<file path="config.mk">
export PLATFORM = sky130hd
export DESIGN_NAME = dso_cmd_seq
export DESIGN_NICKNAME = d
export VERILOG_FILES = /design/src/rtl/dso_cmd_seq_pkg.sv /design/src/rtl/dso_cmd_seq_mem.sv /design/src/rtl/dso_cmd_seq.sv
export SDC_FILE = /design/constraint.sdc
export NUM_CORES = 1
export LEC_CHECK = 0
export CAP_MARGIN = 10
export CORE_MARGIN = 5
export CORE_UTILIZATION = 40
export DETAILED_ROUTE_END_ITERATION = 8
export MAX_ROUTING_LAYER = met4
export PLACE_DENSITY_LB_ADDON = 0.12
export SLEW_MARGIN = 20
export SYNTH_ARGS = -nofsm -noshare
export SYNTH_HDL_FRONTEND = slang
export SYNTH_HIERARCHICAL = 1
export SYNTH_SLANG_ARGS = --single-unit
</file>
<file path="constraint.sdc">
create_clock -name clk -period 8.12 [get_ports clk]
set_input_delay 0.812 -clock clk [delete_from_list [all_inputs] [get_ports clk]]
set_output_delay 0.812 -clock clk [all_outputs]
set_load 0.01 [all_outputs]
</file>
<file path="src/rtl/dso_cmd_seq_pkg.sv">
// dso_cmd_pkg: shared types and constants for the DSO host-command sequencer.
//   state_e        sequencer FSM states
//   entry layout   script entry = {n_resp_m1, mask, exp, cmd}, LSB first
//   ACK/NAK        canonical UART-master response bytes
//   opcodes        host command opcodes (top byte of cmd)
package dso_cmd_pkg;

    typedef enum logic [2:0] {
        S_IDLE,
        S_FETCH,
        S_SEND,
        S_WAIT_SENT,
        S_WAIT_RESP,
        S_CHECK,
        S_NEXT,
        S_DONE
    } state_e;

    // Width of the "extra response bytes" field at the top of an entry.
    localparam int NRESP_W = 8;

    // Field offsets inside an entry for a given command/response width.
    function automatic int exp_lsb(input int cmd_w);
        return cmd_w;
    endfunction

    function automatic int mask_lsb(input int cmd_w, input int resp_w);
        return cmd_w + resp_w;
    endfunction

    function automatic int nresp_lsb(input int cmd_w, input int resp_w);
        return cmd_w + 2 * resp_w;
    endfunction

    localparam logic [7:0] ACK = 8'hA5;
    localparam logic [7:0] NAK = 8'hEE;

    localparam logic [7:0] DUMP_CH      = 8'h01;
    localparam logic [7:0] CFG_GAIN     = 8'h02;
    localparam logic [7:0] CFG_TRG_LVL  = 8'h03;
    localparam logic [7:0] CFG_TRG_POS  = 8'h04;
    localparam logic [7:0] CFG_TRG_CTRL = 8'h05;
    localparam logic [7:0] CFG_DECIM    = 8'h06;
    localparam logic [7:0] CFG_OFFSET   = 8'h07;
    localparam logic [7:0] EEP_WR       = 8'h08;
    localparam logic [7:0] EEP_RD       = 8'h09;

endpackage

</file>
<file path="src/rtl/dso_cmd_seq_mem.sv">
// dso_cmd_seq_mem: DEPTH x W script RAM, one write and one read port.
//   clk            clock
//   we/waddr/wdata synchronous write
//   re/raddr       read request; rdata valid the cycle after, held otherwise
module dso_cmd_seq_mem #(
    parameter int DEPTH = 16,
    parameter int W     = 48,
    localparam int AW   = $clog2(DEPTH)
) (
    input  logic          clk,
    input  logic          we,
    input  logic [AW-1:0] waddr,
    input  logic [W-1:0]  wdata,
    input  logic          re,
    input  logic [AW-1:0] raddr,
    output logic [W-1:0]  rdata
);

    logic [W-1:0] mem_q [DEPTH];
    logic [W-1:0] rdata_q;

    always_ff @(posedge clk) begin
        if (we) mem_q[waddr] <= wdata;
        if (re) rdata_q <= mem_q[raddr];
    end

    assign rdata = rdata_q;

endmodule

</file>
<file path="src/rtl/dso_cmd_seq.sv">
// dso_cmd_seq: scripted host-command sequencer for the DSO UART master.
//   prog_*        script programming (ignored while busy)
//   run_len/start/stop_on_fail   run control
//   cmd/send_cmd/cmd_sent        command handshake with the UART master
//   resp/resp_rdy/clr_resp_rdy   response handshake with the UART master
//   busy/done/pass_cnt/fail_cnt/first_fail/fail_vld/timeout   results
module dso_cmd_seq
    import dso_cmd_pkg::*;
#(
    parameter int CMD_W  = 24,
    parameter int RESP_W = 8,
    parameter int DEPTH  = 16,
    parameter int TO_W   = 20,
    localparam int AW    = $clog2(DEPTH),
    localparam int ENT_W = CMD_W + 2 * RESP_W + NRESP_W
) (
    input  logic              clk,
    input  logic              rst,
    input  logic              prog_we,
    input  logic [AW-1:0]     prog_addr,
    input  logic [ENT_W-1:0]  prog_data,
    input  logic [AW:0]       run_len,
    input  logic              stop_on_fail,
    input  logic              start,
    output logic [CMD_W-1:0]  cmd,
    output logic              send_cmd,
    input  logic              cmd_sent,
    input  logic              resp_rdy,
    input  logic [RESP_W-1:0] resp,
    output logic              clr_resp_rdy,
    output logic              busy,
    output logic              done,
    output logic [AW:0]       pass_cnt,
    output logic [AW:0]       fail_cnt,
    output logic [AW-1:0]     first_fail,
    output logic              fail_vld,
    output logic              timeout
);

    localparam int EXP_LSB  = exp_lsb(CMD_W);
    localparam int MASK_LSB = mask_lsb(CMD_W, RESP_W);
    localparam int NR_LSB   = nresp_lsb(CMD_W, RESP_W);

    localparam logic [TO_W-1:0] TO_LOAD = '1;
    localparam logic [TO_W-1:0] TO_ONE  = 1;
    localparam logic [AW:0]     CNT_ONE = 1;
    localparam logic [AW-1:0]   IDX_ONE = 1;
    localparam logic [AW-1:0]   IDX_MAX = AW'(DEPTH - 1);

    logic [ENT_W-1:0]   rd_data;
    logic               ram_re;
    logic [CMD_W-1:0]   ent_cmd;
    logic [RESP_W-1:0]  ent_exp, ent_mask;
    logic [NRESP_W-1:0] ent_nrm1;
    logic               mismatch, fail_now, last_ent;

    state_e             state_q, state_d;
    logic [AW-1:0]      idx_q, idx_d, first_fail_q, first_fail_d;
    logic [AW:0]        run_len_q, run_len_d, pass_q, pass_d, fail_q, fail_d;
    logic [NRESP_W-1:0] byte_cnt_q, byte_cnt_d;
    logic [TO_W-1:0]    timer_q, timer_d;
    logic [CMD_W-1:0]   cmd_q, cmd_d;
    logic send_q, send_d, clr_q, clr_d, busy_q, busy_d, done_q, done_d;
    logic fvld_q, fvld_d, to_q, to_d, ent_fail_q, ent_fail_d;
    logic first_q, first_d, sof_q, sof_d;

    // The RAM output is only refreshed in FETCH, so the entry fields stay
    // stable for the whole lifetime of an entry.
    dso_cmd_seq_mem #(.DEPTH(DEPTH), .W(ENT_W)) u_mem (
        .clk   (clk),
        .we    (prog_we & ~busy_q),
        .waddr (prog_addr),
        .wdata (prog_data),
        .re    (ram_re),
        .raddr (idx_q),
        .rdata (rd_data)
    );

    assign ent_cmd  = rd_data[CMD_W-1:0];
    assign ent_exp  = rd_data[EXP_LSB +: RESP_W];
    assign ent_mask = rd_data[MASK_LSB +: RESP_W];
    assign ent_nrm1 = rd_data[NR_LSB +: NRESP_W];

    // Only the first response byte of an entry is compared.
    assign mismatch = (resp & ent_mask) != (ent_exp & ent_mask);
    assign fail_now = ent_fail_q | (first_q & mismatch);
    // The DEPTH-1 guard stops an oversized run_len from wrapping idx.
    assign last_ent = ({1'b0, idx_q} == (run_len_q - CNT_ONE)) || (idx_q == IDX_MAX);

    always_comb begin
        state_d      = state_q;
        idx_d        = idx_q;
        first_fail_d = first_fail_q;
        run_len_d    = run_len_q;
        pass_d       = pass_q;
        fail_d       = fail_q;
        byte_cnt_d   = byte_cnt_q;
        timer_d      = timer_q;
        cmd_d        = cmd_q;
        busy_d       = busy_q;
        done_d       = done_q;
        fvld_d       = fvld_q;
        to_d         = to_q;
        ent_fail_d   = ent_fail_q;
        first_d      = first_q;
        sof_d        = sof_q;
        send_d       = 1'b0;
        clr_d        = 1'b0;
        ram_re       = 1'b0;

        case (state_q)
            S_IDLE: if (start) begin
                pass_d       = '0;
                fail_d       = '0;
                fvld_d       = 1'b0;
                first_fail_d = '0;
                to_d         = 1'b0;
                if (run_len == '0) begin
                    done_d = 1'b1;
                end else begin
                    done_d    = 1'b0;
                    busy_d    = 1'b1;
                    idx_d     = '0;
                    run_len_d = run_len;
                    sof_d     = stop_on_fail;
                    state_d   = S_FETCH;
                end
            end
            S_FETCH: begin
                ram_re  = 1'b1;
                state_d = S_SEND;
            end
            S_SEND: begin
                cmd_d      = ent_cmd;
                send_d     = 1'b1;
                byte_cnt_d = ent_nrm1;
                ent_fail_d = 1'b0;
                first_d    = 1'b1;
                state_d    = S_WAIT_SENT;
            end
            S_WAIT_SENT: if (cmd_sent) begin
                timer_d = TO_LOAD;
                state_d = S_WAIT_RESP;
            end
            S_WAIT_RESP: begin
                if (resp_rdy) begin
                    clr_d   = 1'b1;   // high during CHECK
                    state_d = S_CHECK;
                end else if (timer_q == '0) begin
                    fail_d     = fail_q + CNT_ONE;
                    to_d       = 1'b1;
                    ent_fail_d = 1'b1;
                    if (!fvld_q) begin
                        fvld_d       = 1'b1;
                        first_fail_d = idx_q;
                    end
                    state_d = S_NEXT;
                end else begin
                    timer_d = timer_q - TO_ONE;
                end
            end
            S_CHECK: begin
                first_d    = 1'b0;
                ent_fail_d = fail_now;
                if (byte_cnt_q != '0) begin
                    byte_cnt_d = byte_cnt_q - 1'b1;
                    timer_d    = TO_LOAD;
                    state_d    = S_WAIT_RESP;
                end else begin
                    state_d = S_NEXT;
                    if (fail_now) begin
                        fail_d = fail_q + CNT_ONE;
                        if (!fvld_q) begin
                            fvld_d       = 1'b1;
                            first_fail_d = idx_q;
                        end
                    end else begin
                        pass_d = pass_q + CNT_ONE;
                    end
                end
            end
            S_NEXT: begin
                if ((ent_fail_q && sof_q) || last_ent) begin
                    state_d = S_DONE;
                end else begin
                    idx_d   = idx_q + IDX_ONE;
                    state_d = S_FETCH;
                end
            end
            S_DONE: begin
                busy_d  = 1'b0;
                done_d  = 1'b1;
                state_d = S_IDLE;
            end
            default: state_d = S_IDLE;
        endcase
    end

    always_ff @(posedge clk or posedge rst) begin
        if (rst) begin
            state_q      <= S_IDLE;
            idx_q        <= '0;
            first_fail_q <= '0;
            run_len_q    <= '0;
            pass_q       <= '0;
            fail_q       <= '0;
            byte_cnt_q   <= '0;
            timer_q      <= '0;
            cmd_q        <= '0;
            send_q       <= 1'b0;
            clr_q        <= 1'b0;
            busy_q       <= 1'b0;
            done_q       <= 1'b0;
            fvld_q       <= 1'b0;
            to_q         <= 1'b0;
            ent_fail_q   <= 1'b0;
            first_q      <= 1'b0;
            sof_q        <= 1'b0;
        end else begin
            state_q      <= state_d;
            idx_q        <= idx_d;
            first_fail_q <= first_fail_d;
            run_len_q    <= run_len_d;
            pass_q       <= pass_d;
            fail_q       <= fail_d;
            byte_cnt_q   <= byte_cnt_d;
            timer_q      <= timer_d;
            cmd_q        <= cmd_d;
            send_q       <= send_d;
            clr_q        <= clr_d;
            busy_q       <= busy_d;
            done_q       <= done_d;
            fvld_q       <= fvld_d;
            to_q         <= to_d;
            ent_fail_q   <= ent_fail_d;
            first_q      <= first_d;
            sof_q        <= sof_d;
        end
    end

    assign cmd          = cmd_q;
    assign send_cmd     = send_q;
    assign clr_resp_rdy = clr_q;
    assign busy         = busy_q;
    assign done         = done_q;
    assign pass_cnt     = pass_q;
    assign fail_cnt     = fail_q;
    assign first_fail   = first_fail_q;
    assign fail_vld     = fvld_q;
    assign timeout      = to_q;

endmodule
</file>
==> impl_metrics.csv <==
group,metric,value,unit
run_status,status,"complete, no violations",
critical_path,cp.arrival,3.44,ns
sta,rsz0062_at_grt,"false",
grt,globalRouteOverflowTotal,0,
logic_synthesis,syn_area,34600,sq um
clocking,cts_hold_buf,0,
grt,grt_usage,0.172,
hold_path,hp-class,"reg2reg",
detailed_routing,vias,16800,
clocking,cts.clk_slew.worst_paths,0.06,ns
sta,hold_viol,0,
pwr,power_density,304,nW/um^2
flow_run,drv_cap,0,
clocking,cts_root_buf,"clkbuf_16",
critical_path,cp-start-kind,"input pin",
detailed_routing,drc,0,
grt,grt_pass1_wl,117000,um
sta,whs,0.474,ns
detailed_routing,via_per_inst,5.46,
floorplanning,die_x,304,um
clocking,post-cts-setup-buffer-count,0,
floorplanning,io_pins,116,
sta,relSlewSlack,0.299,
grt,grt_pass1_vias,17700,
placed_design,dp_hpwl,40400,um
sta,period_share,0.391,
floorplanning,die_area,92400,sq um
detailed_routing,wl_per_cell,25.2,um
grt,antenna_found_initial,2,
clocking,clock_sinks,903,
critical_path,path_cells,"clkdlybuf4s50_1 > nor2b_1 > nand3b_1 > nor2_4 > buf_4",
sta,period_minus_slack,3.17,ns
detailed_routing,drtIter0Drc,1259,
clocking,cts_buffer_depth,3,
logic_synthesis,yosysUniqueCellTypes,62,
critical_path,rr_worst_depth,4,
clocking,cts_tree,"done",
placed_design,gp_congestion,0.760,
floorplanning,start_util,0.405,
grt,grt_max_degree,102,
detailed_routing,ant_nets,0,
sta,setup_violations,0,
layout,layout-drive-gt1-share,0.223,
clocking,insertion_delay,0.65,ns
floorplanning,core_area,85400,sq um
layout,nets,1929,
critical_path,cp_slowest_stage_delay,0.75,ns
clocking,cts_buffers,96,
hold_path,hold_depth,1,
placed_design,port-buffer-count,115,
critical_path,critPathMaxFanout,31,
logic_synthesis,seq_area_frac_synth,0.772,
logic_synthesis,ys_async_sr_fraction,0.0963,
critical_path,crit_path_end_kind,"flip-flop",
detailed_routing,dr.pass1.iters,4,
floorplanning,die_h,304,um
clocking,cts_resized,0,
detailed_routing,routed_wl,77700,um
pwr,p_leak,12.8,nW
critical_path,crit_type,"in2reg",
sta,tns,0,ns
floorplanning,row_count,107,
logic_synthesis,syn_avg_cell_area,20.5,sq um
logic_synthesis,ys_ff_latch,903,
sta,drv_slew,0,
logic_synthesis,yosysWarningCount,6,
critical_path,critPathRequiredTime,8.39,ns
logic_synthesis,synth-edff-count,816,
logic_synthesis,netlist_instances,1688,
layout,syn_to_final_growth,16.9,%
sta,fmax,315,MHz
critical_path,critPathSlowestCell,"nor2_4",
logic_synthesis,synthFlopType,"edfxtp_1",
logic_synthesis,syn-num-nets,1766,
pwr,max-vdd-ir-drop,0.179,mV
sta,worstMarginPinSlew,1.05,ns
sta,finClkSkew,0.0203,ns
clocking,cts_max_level,3,
-- through the flow --
stage	setup WS, ns	power, mW	instance area, sq um	std cells	util
5_1_grt	4.87	12.9	40400	3076	0.473
6_report	4.95	12.3	40400	3077	0.473
3_3_place_gp	4.13	8.01	37100	2894	0.435
3_5_place_dp	4.30	8.05	37200	2895	0.435
4_1_cts	4.97	12.5	40400	3073	0.473
2_1_floorplan	2.81	7.22	34600	1688	-
-- flip-flops by register name (all words and copies together), names as in the netlist --
register	cells
pass_cnt	5
ent_fail_q	1
u_mem/mem_q	768
done	1
fail_cnt	5
timer_q	20
timeout	1
cmd	24
byte_cnt_q	8
idx_q	4
busy	1
u_mem/rdata	48
fail_vld	1
run_len_q	5
state_q	3
sof_q	1
first_q	1
first_fail	4
send_cmd	1
clr_resp_rdy	1
-- layout by cell type, fill, tap and decap left out, types with 5 or more instances in the layout --
cell type and n:
o21ai_0 18, nand3b_1 5, nor2_1 35, a21oi_1 17, nor3_1 15, bufinv_16 9, xnor2_1 8, clkinv_2 17
nand2_1 109, nor4_1 11, ha_1 6, xor2_1 20, edfxtp_1 816, clkbuf_16 98, clkbuf_1 17, buf_4 29
mux4_2 192, a32o_1 5, nand2b_1 8, a22oi_1 102, dfrtp_1 85, nand3_1 19, clkbuf_8 13, clkinv_1 16
nor2_4 14, clkdlybuf4s50_1 115, inv_1 13, mux2_2 25
-- critical path: cells and delay by family --
| kind | cells | cell delay [ns] |
|---|---|---|
| buffers and inverters | 2 | 1.17 |
| AND/OR/NAND/NOR | 3 | 1.42 |
-- cells in the mapped netlist, types with 10 or more instances --
master | instances | area, sq um
inv_1 | 14 | 52.6
o21ai_0 | 18 | 90.1
nor2_1 | 49 | 184
dfrtp_1 | 87 | 2180
clkbuf_1 | 41 | 154
buf_1 | 13 | 48.8
a22oi_1 | 102 | 766
a21oi_1 | 17 | 85.1
nor4_1 | 12 | 75.1
nor3_1 | 19 | 95.1
mux4_2 | 192 | 4320
mux2_2 | 25 | 282
edfxtp_1 | 816 | 24500
nand2_1 | 109 | 409
xor2_1 | 20 | 175
nand3_1 | 19 | 95.1
buf_2 | 10 | 50.1
buf_4 | 18 | 135
-- kinds of logic (layout without fill, tap and decap cells) --
| kind of cell | count (synthesis) | count (layout) | share of synthesized area |
|---|---|---|---|
| buf+inv | 96 | 339 | 0.0127 |
| flops | 903 | 903 | 0.772 |
| other cells | 0 | 2 | 0 |
| simple gates | 254 | 254 | 0.0342 |
| mux | 220 | 220 | 0.134 |
| xor+xnor | 28 | 28 | 0.00709 |
| fa+ha+maj | 6 | 6 | 0.00217 |
| compound gates | 181 | 181 | 0.0379 |
-- report_power, final --
group          internal (mW)  switching, mW
clock                   2.62           1.77
combinational           1.04           1.18
sequential              5.45          0.251
total                   9.10           3.20
-- final timing paths --
path	from	endpoint	slack, ns
min in group asynchronous	rst	cmd[14]	0.50
worst min-delay path	u_mem/rdata[20]	cmd[20]	0.47
worst min register to register	u_mem/rdata[20]	cmd[20]	0.47
max in group asynchronous	rst	idx_q[1]	6.34
worst max register to register	idx_q[1]	u_mem/rdata[27]	5.20
worst max-delay path	prog_we	u_mem/mem_q[9][16]	4.95
-- layout make-up --
class	count	area (sq um)
sequential	903	26700
tap	1144	1430
clock inverter	50	515
multi-input combinational	689	7600
inverter	14	55.1
timing repair buffer	147	1440
clock buffer	128	2700
fill	7178	45000
antenna	2	5.00
-- layer usage --
layer	vias to the layer above	GRT usage	routed length [um]
met4	0	0.0411	1560
met2	360	0.276	37800
met5	-	-	0
li1	7303	-	-
met1	9010	0.232	34700
met3	117	0.0301	3560
Note: power is estimated with default switching activity, not from simulation.
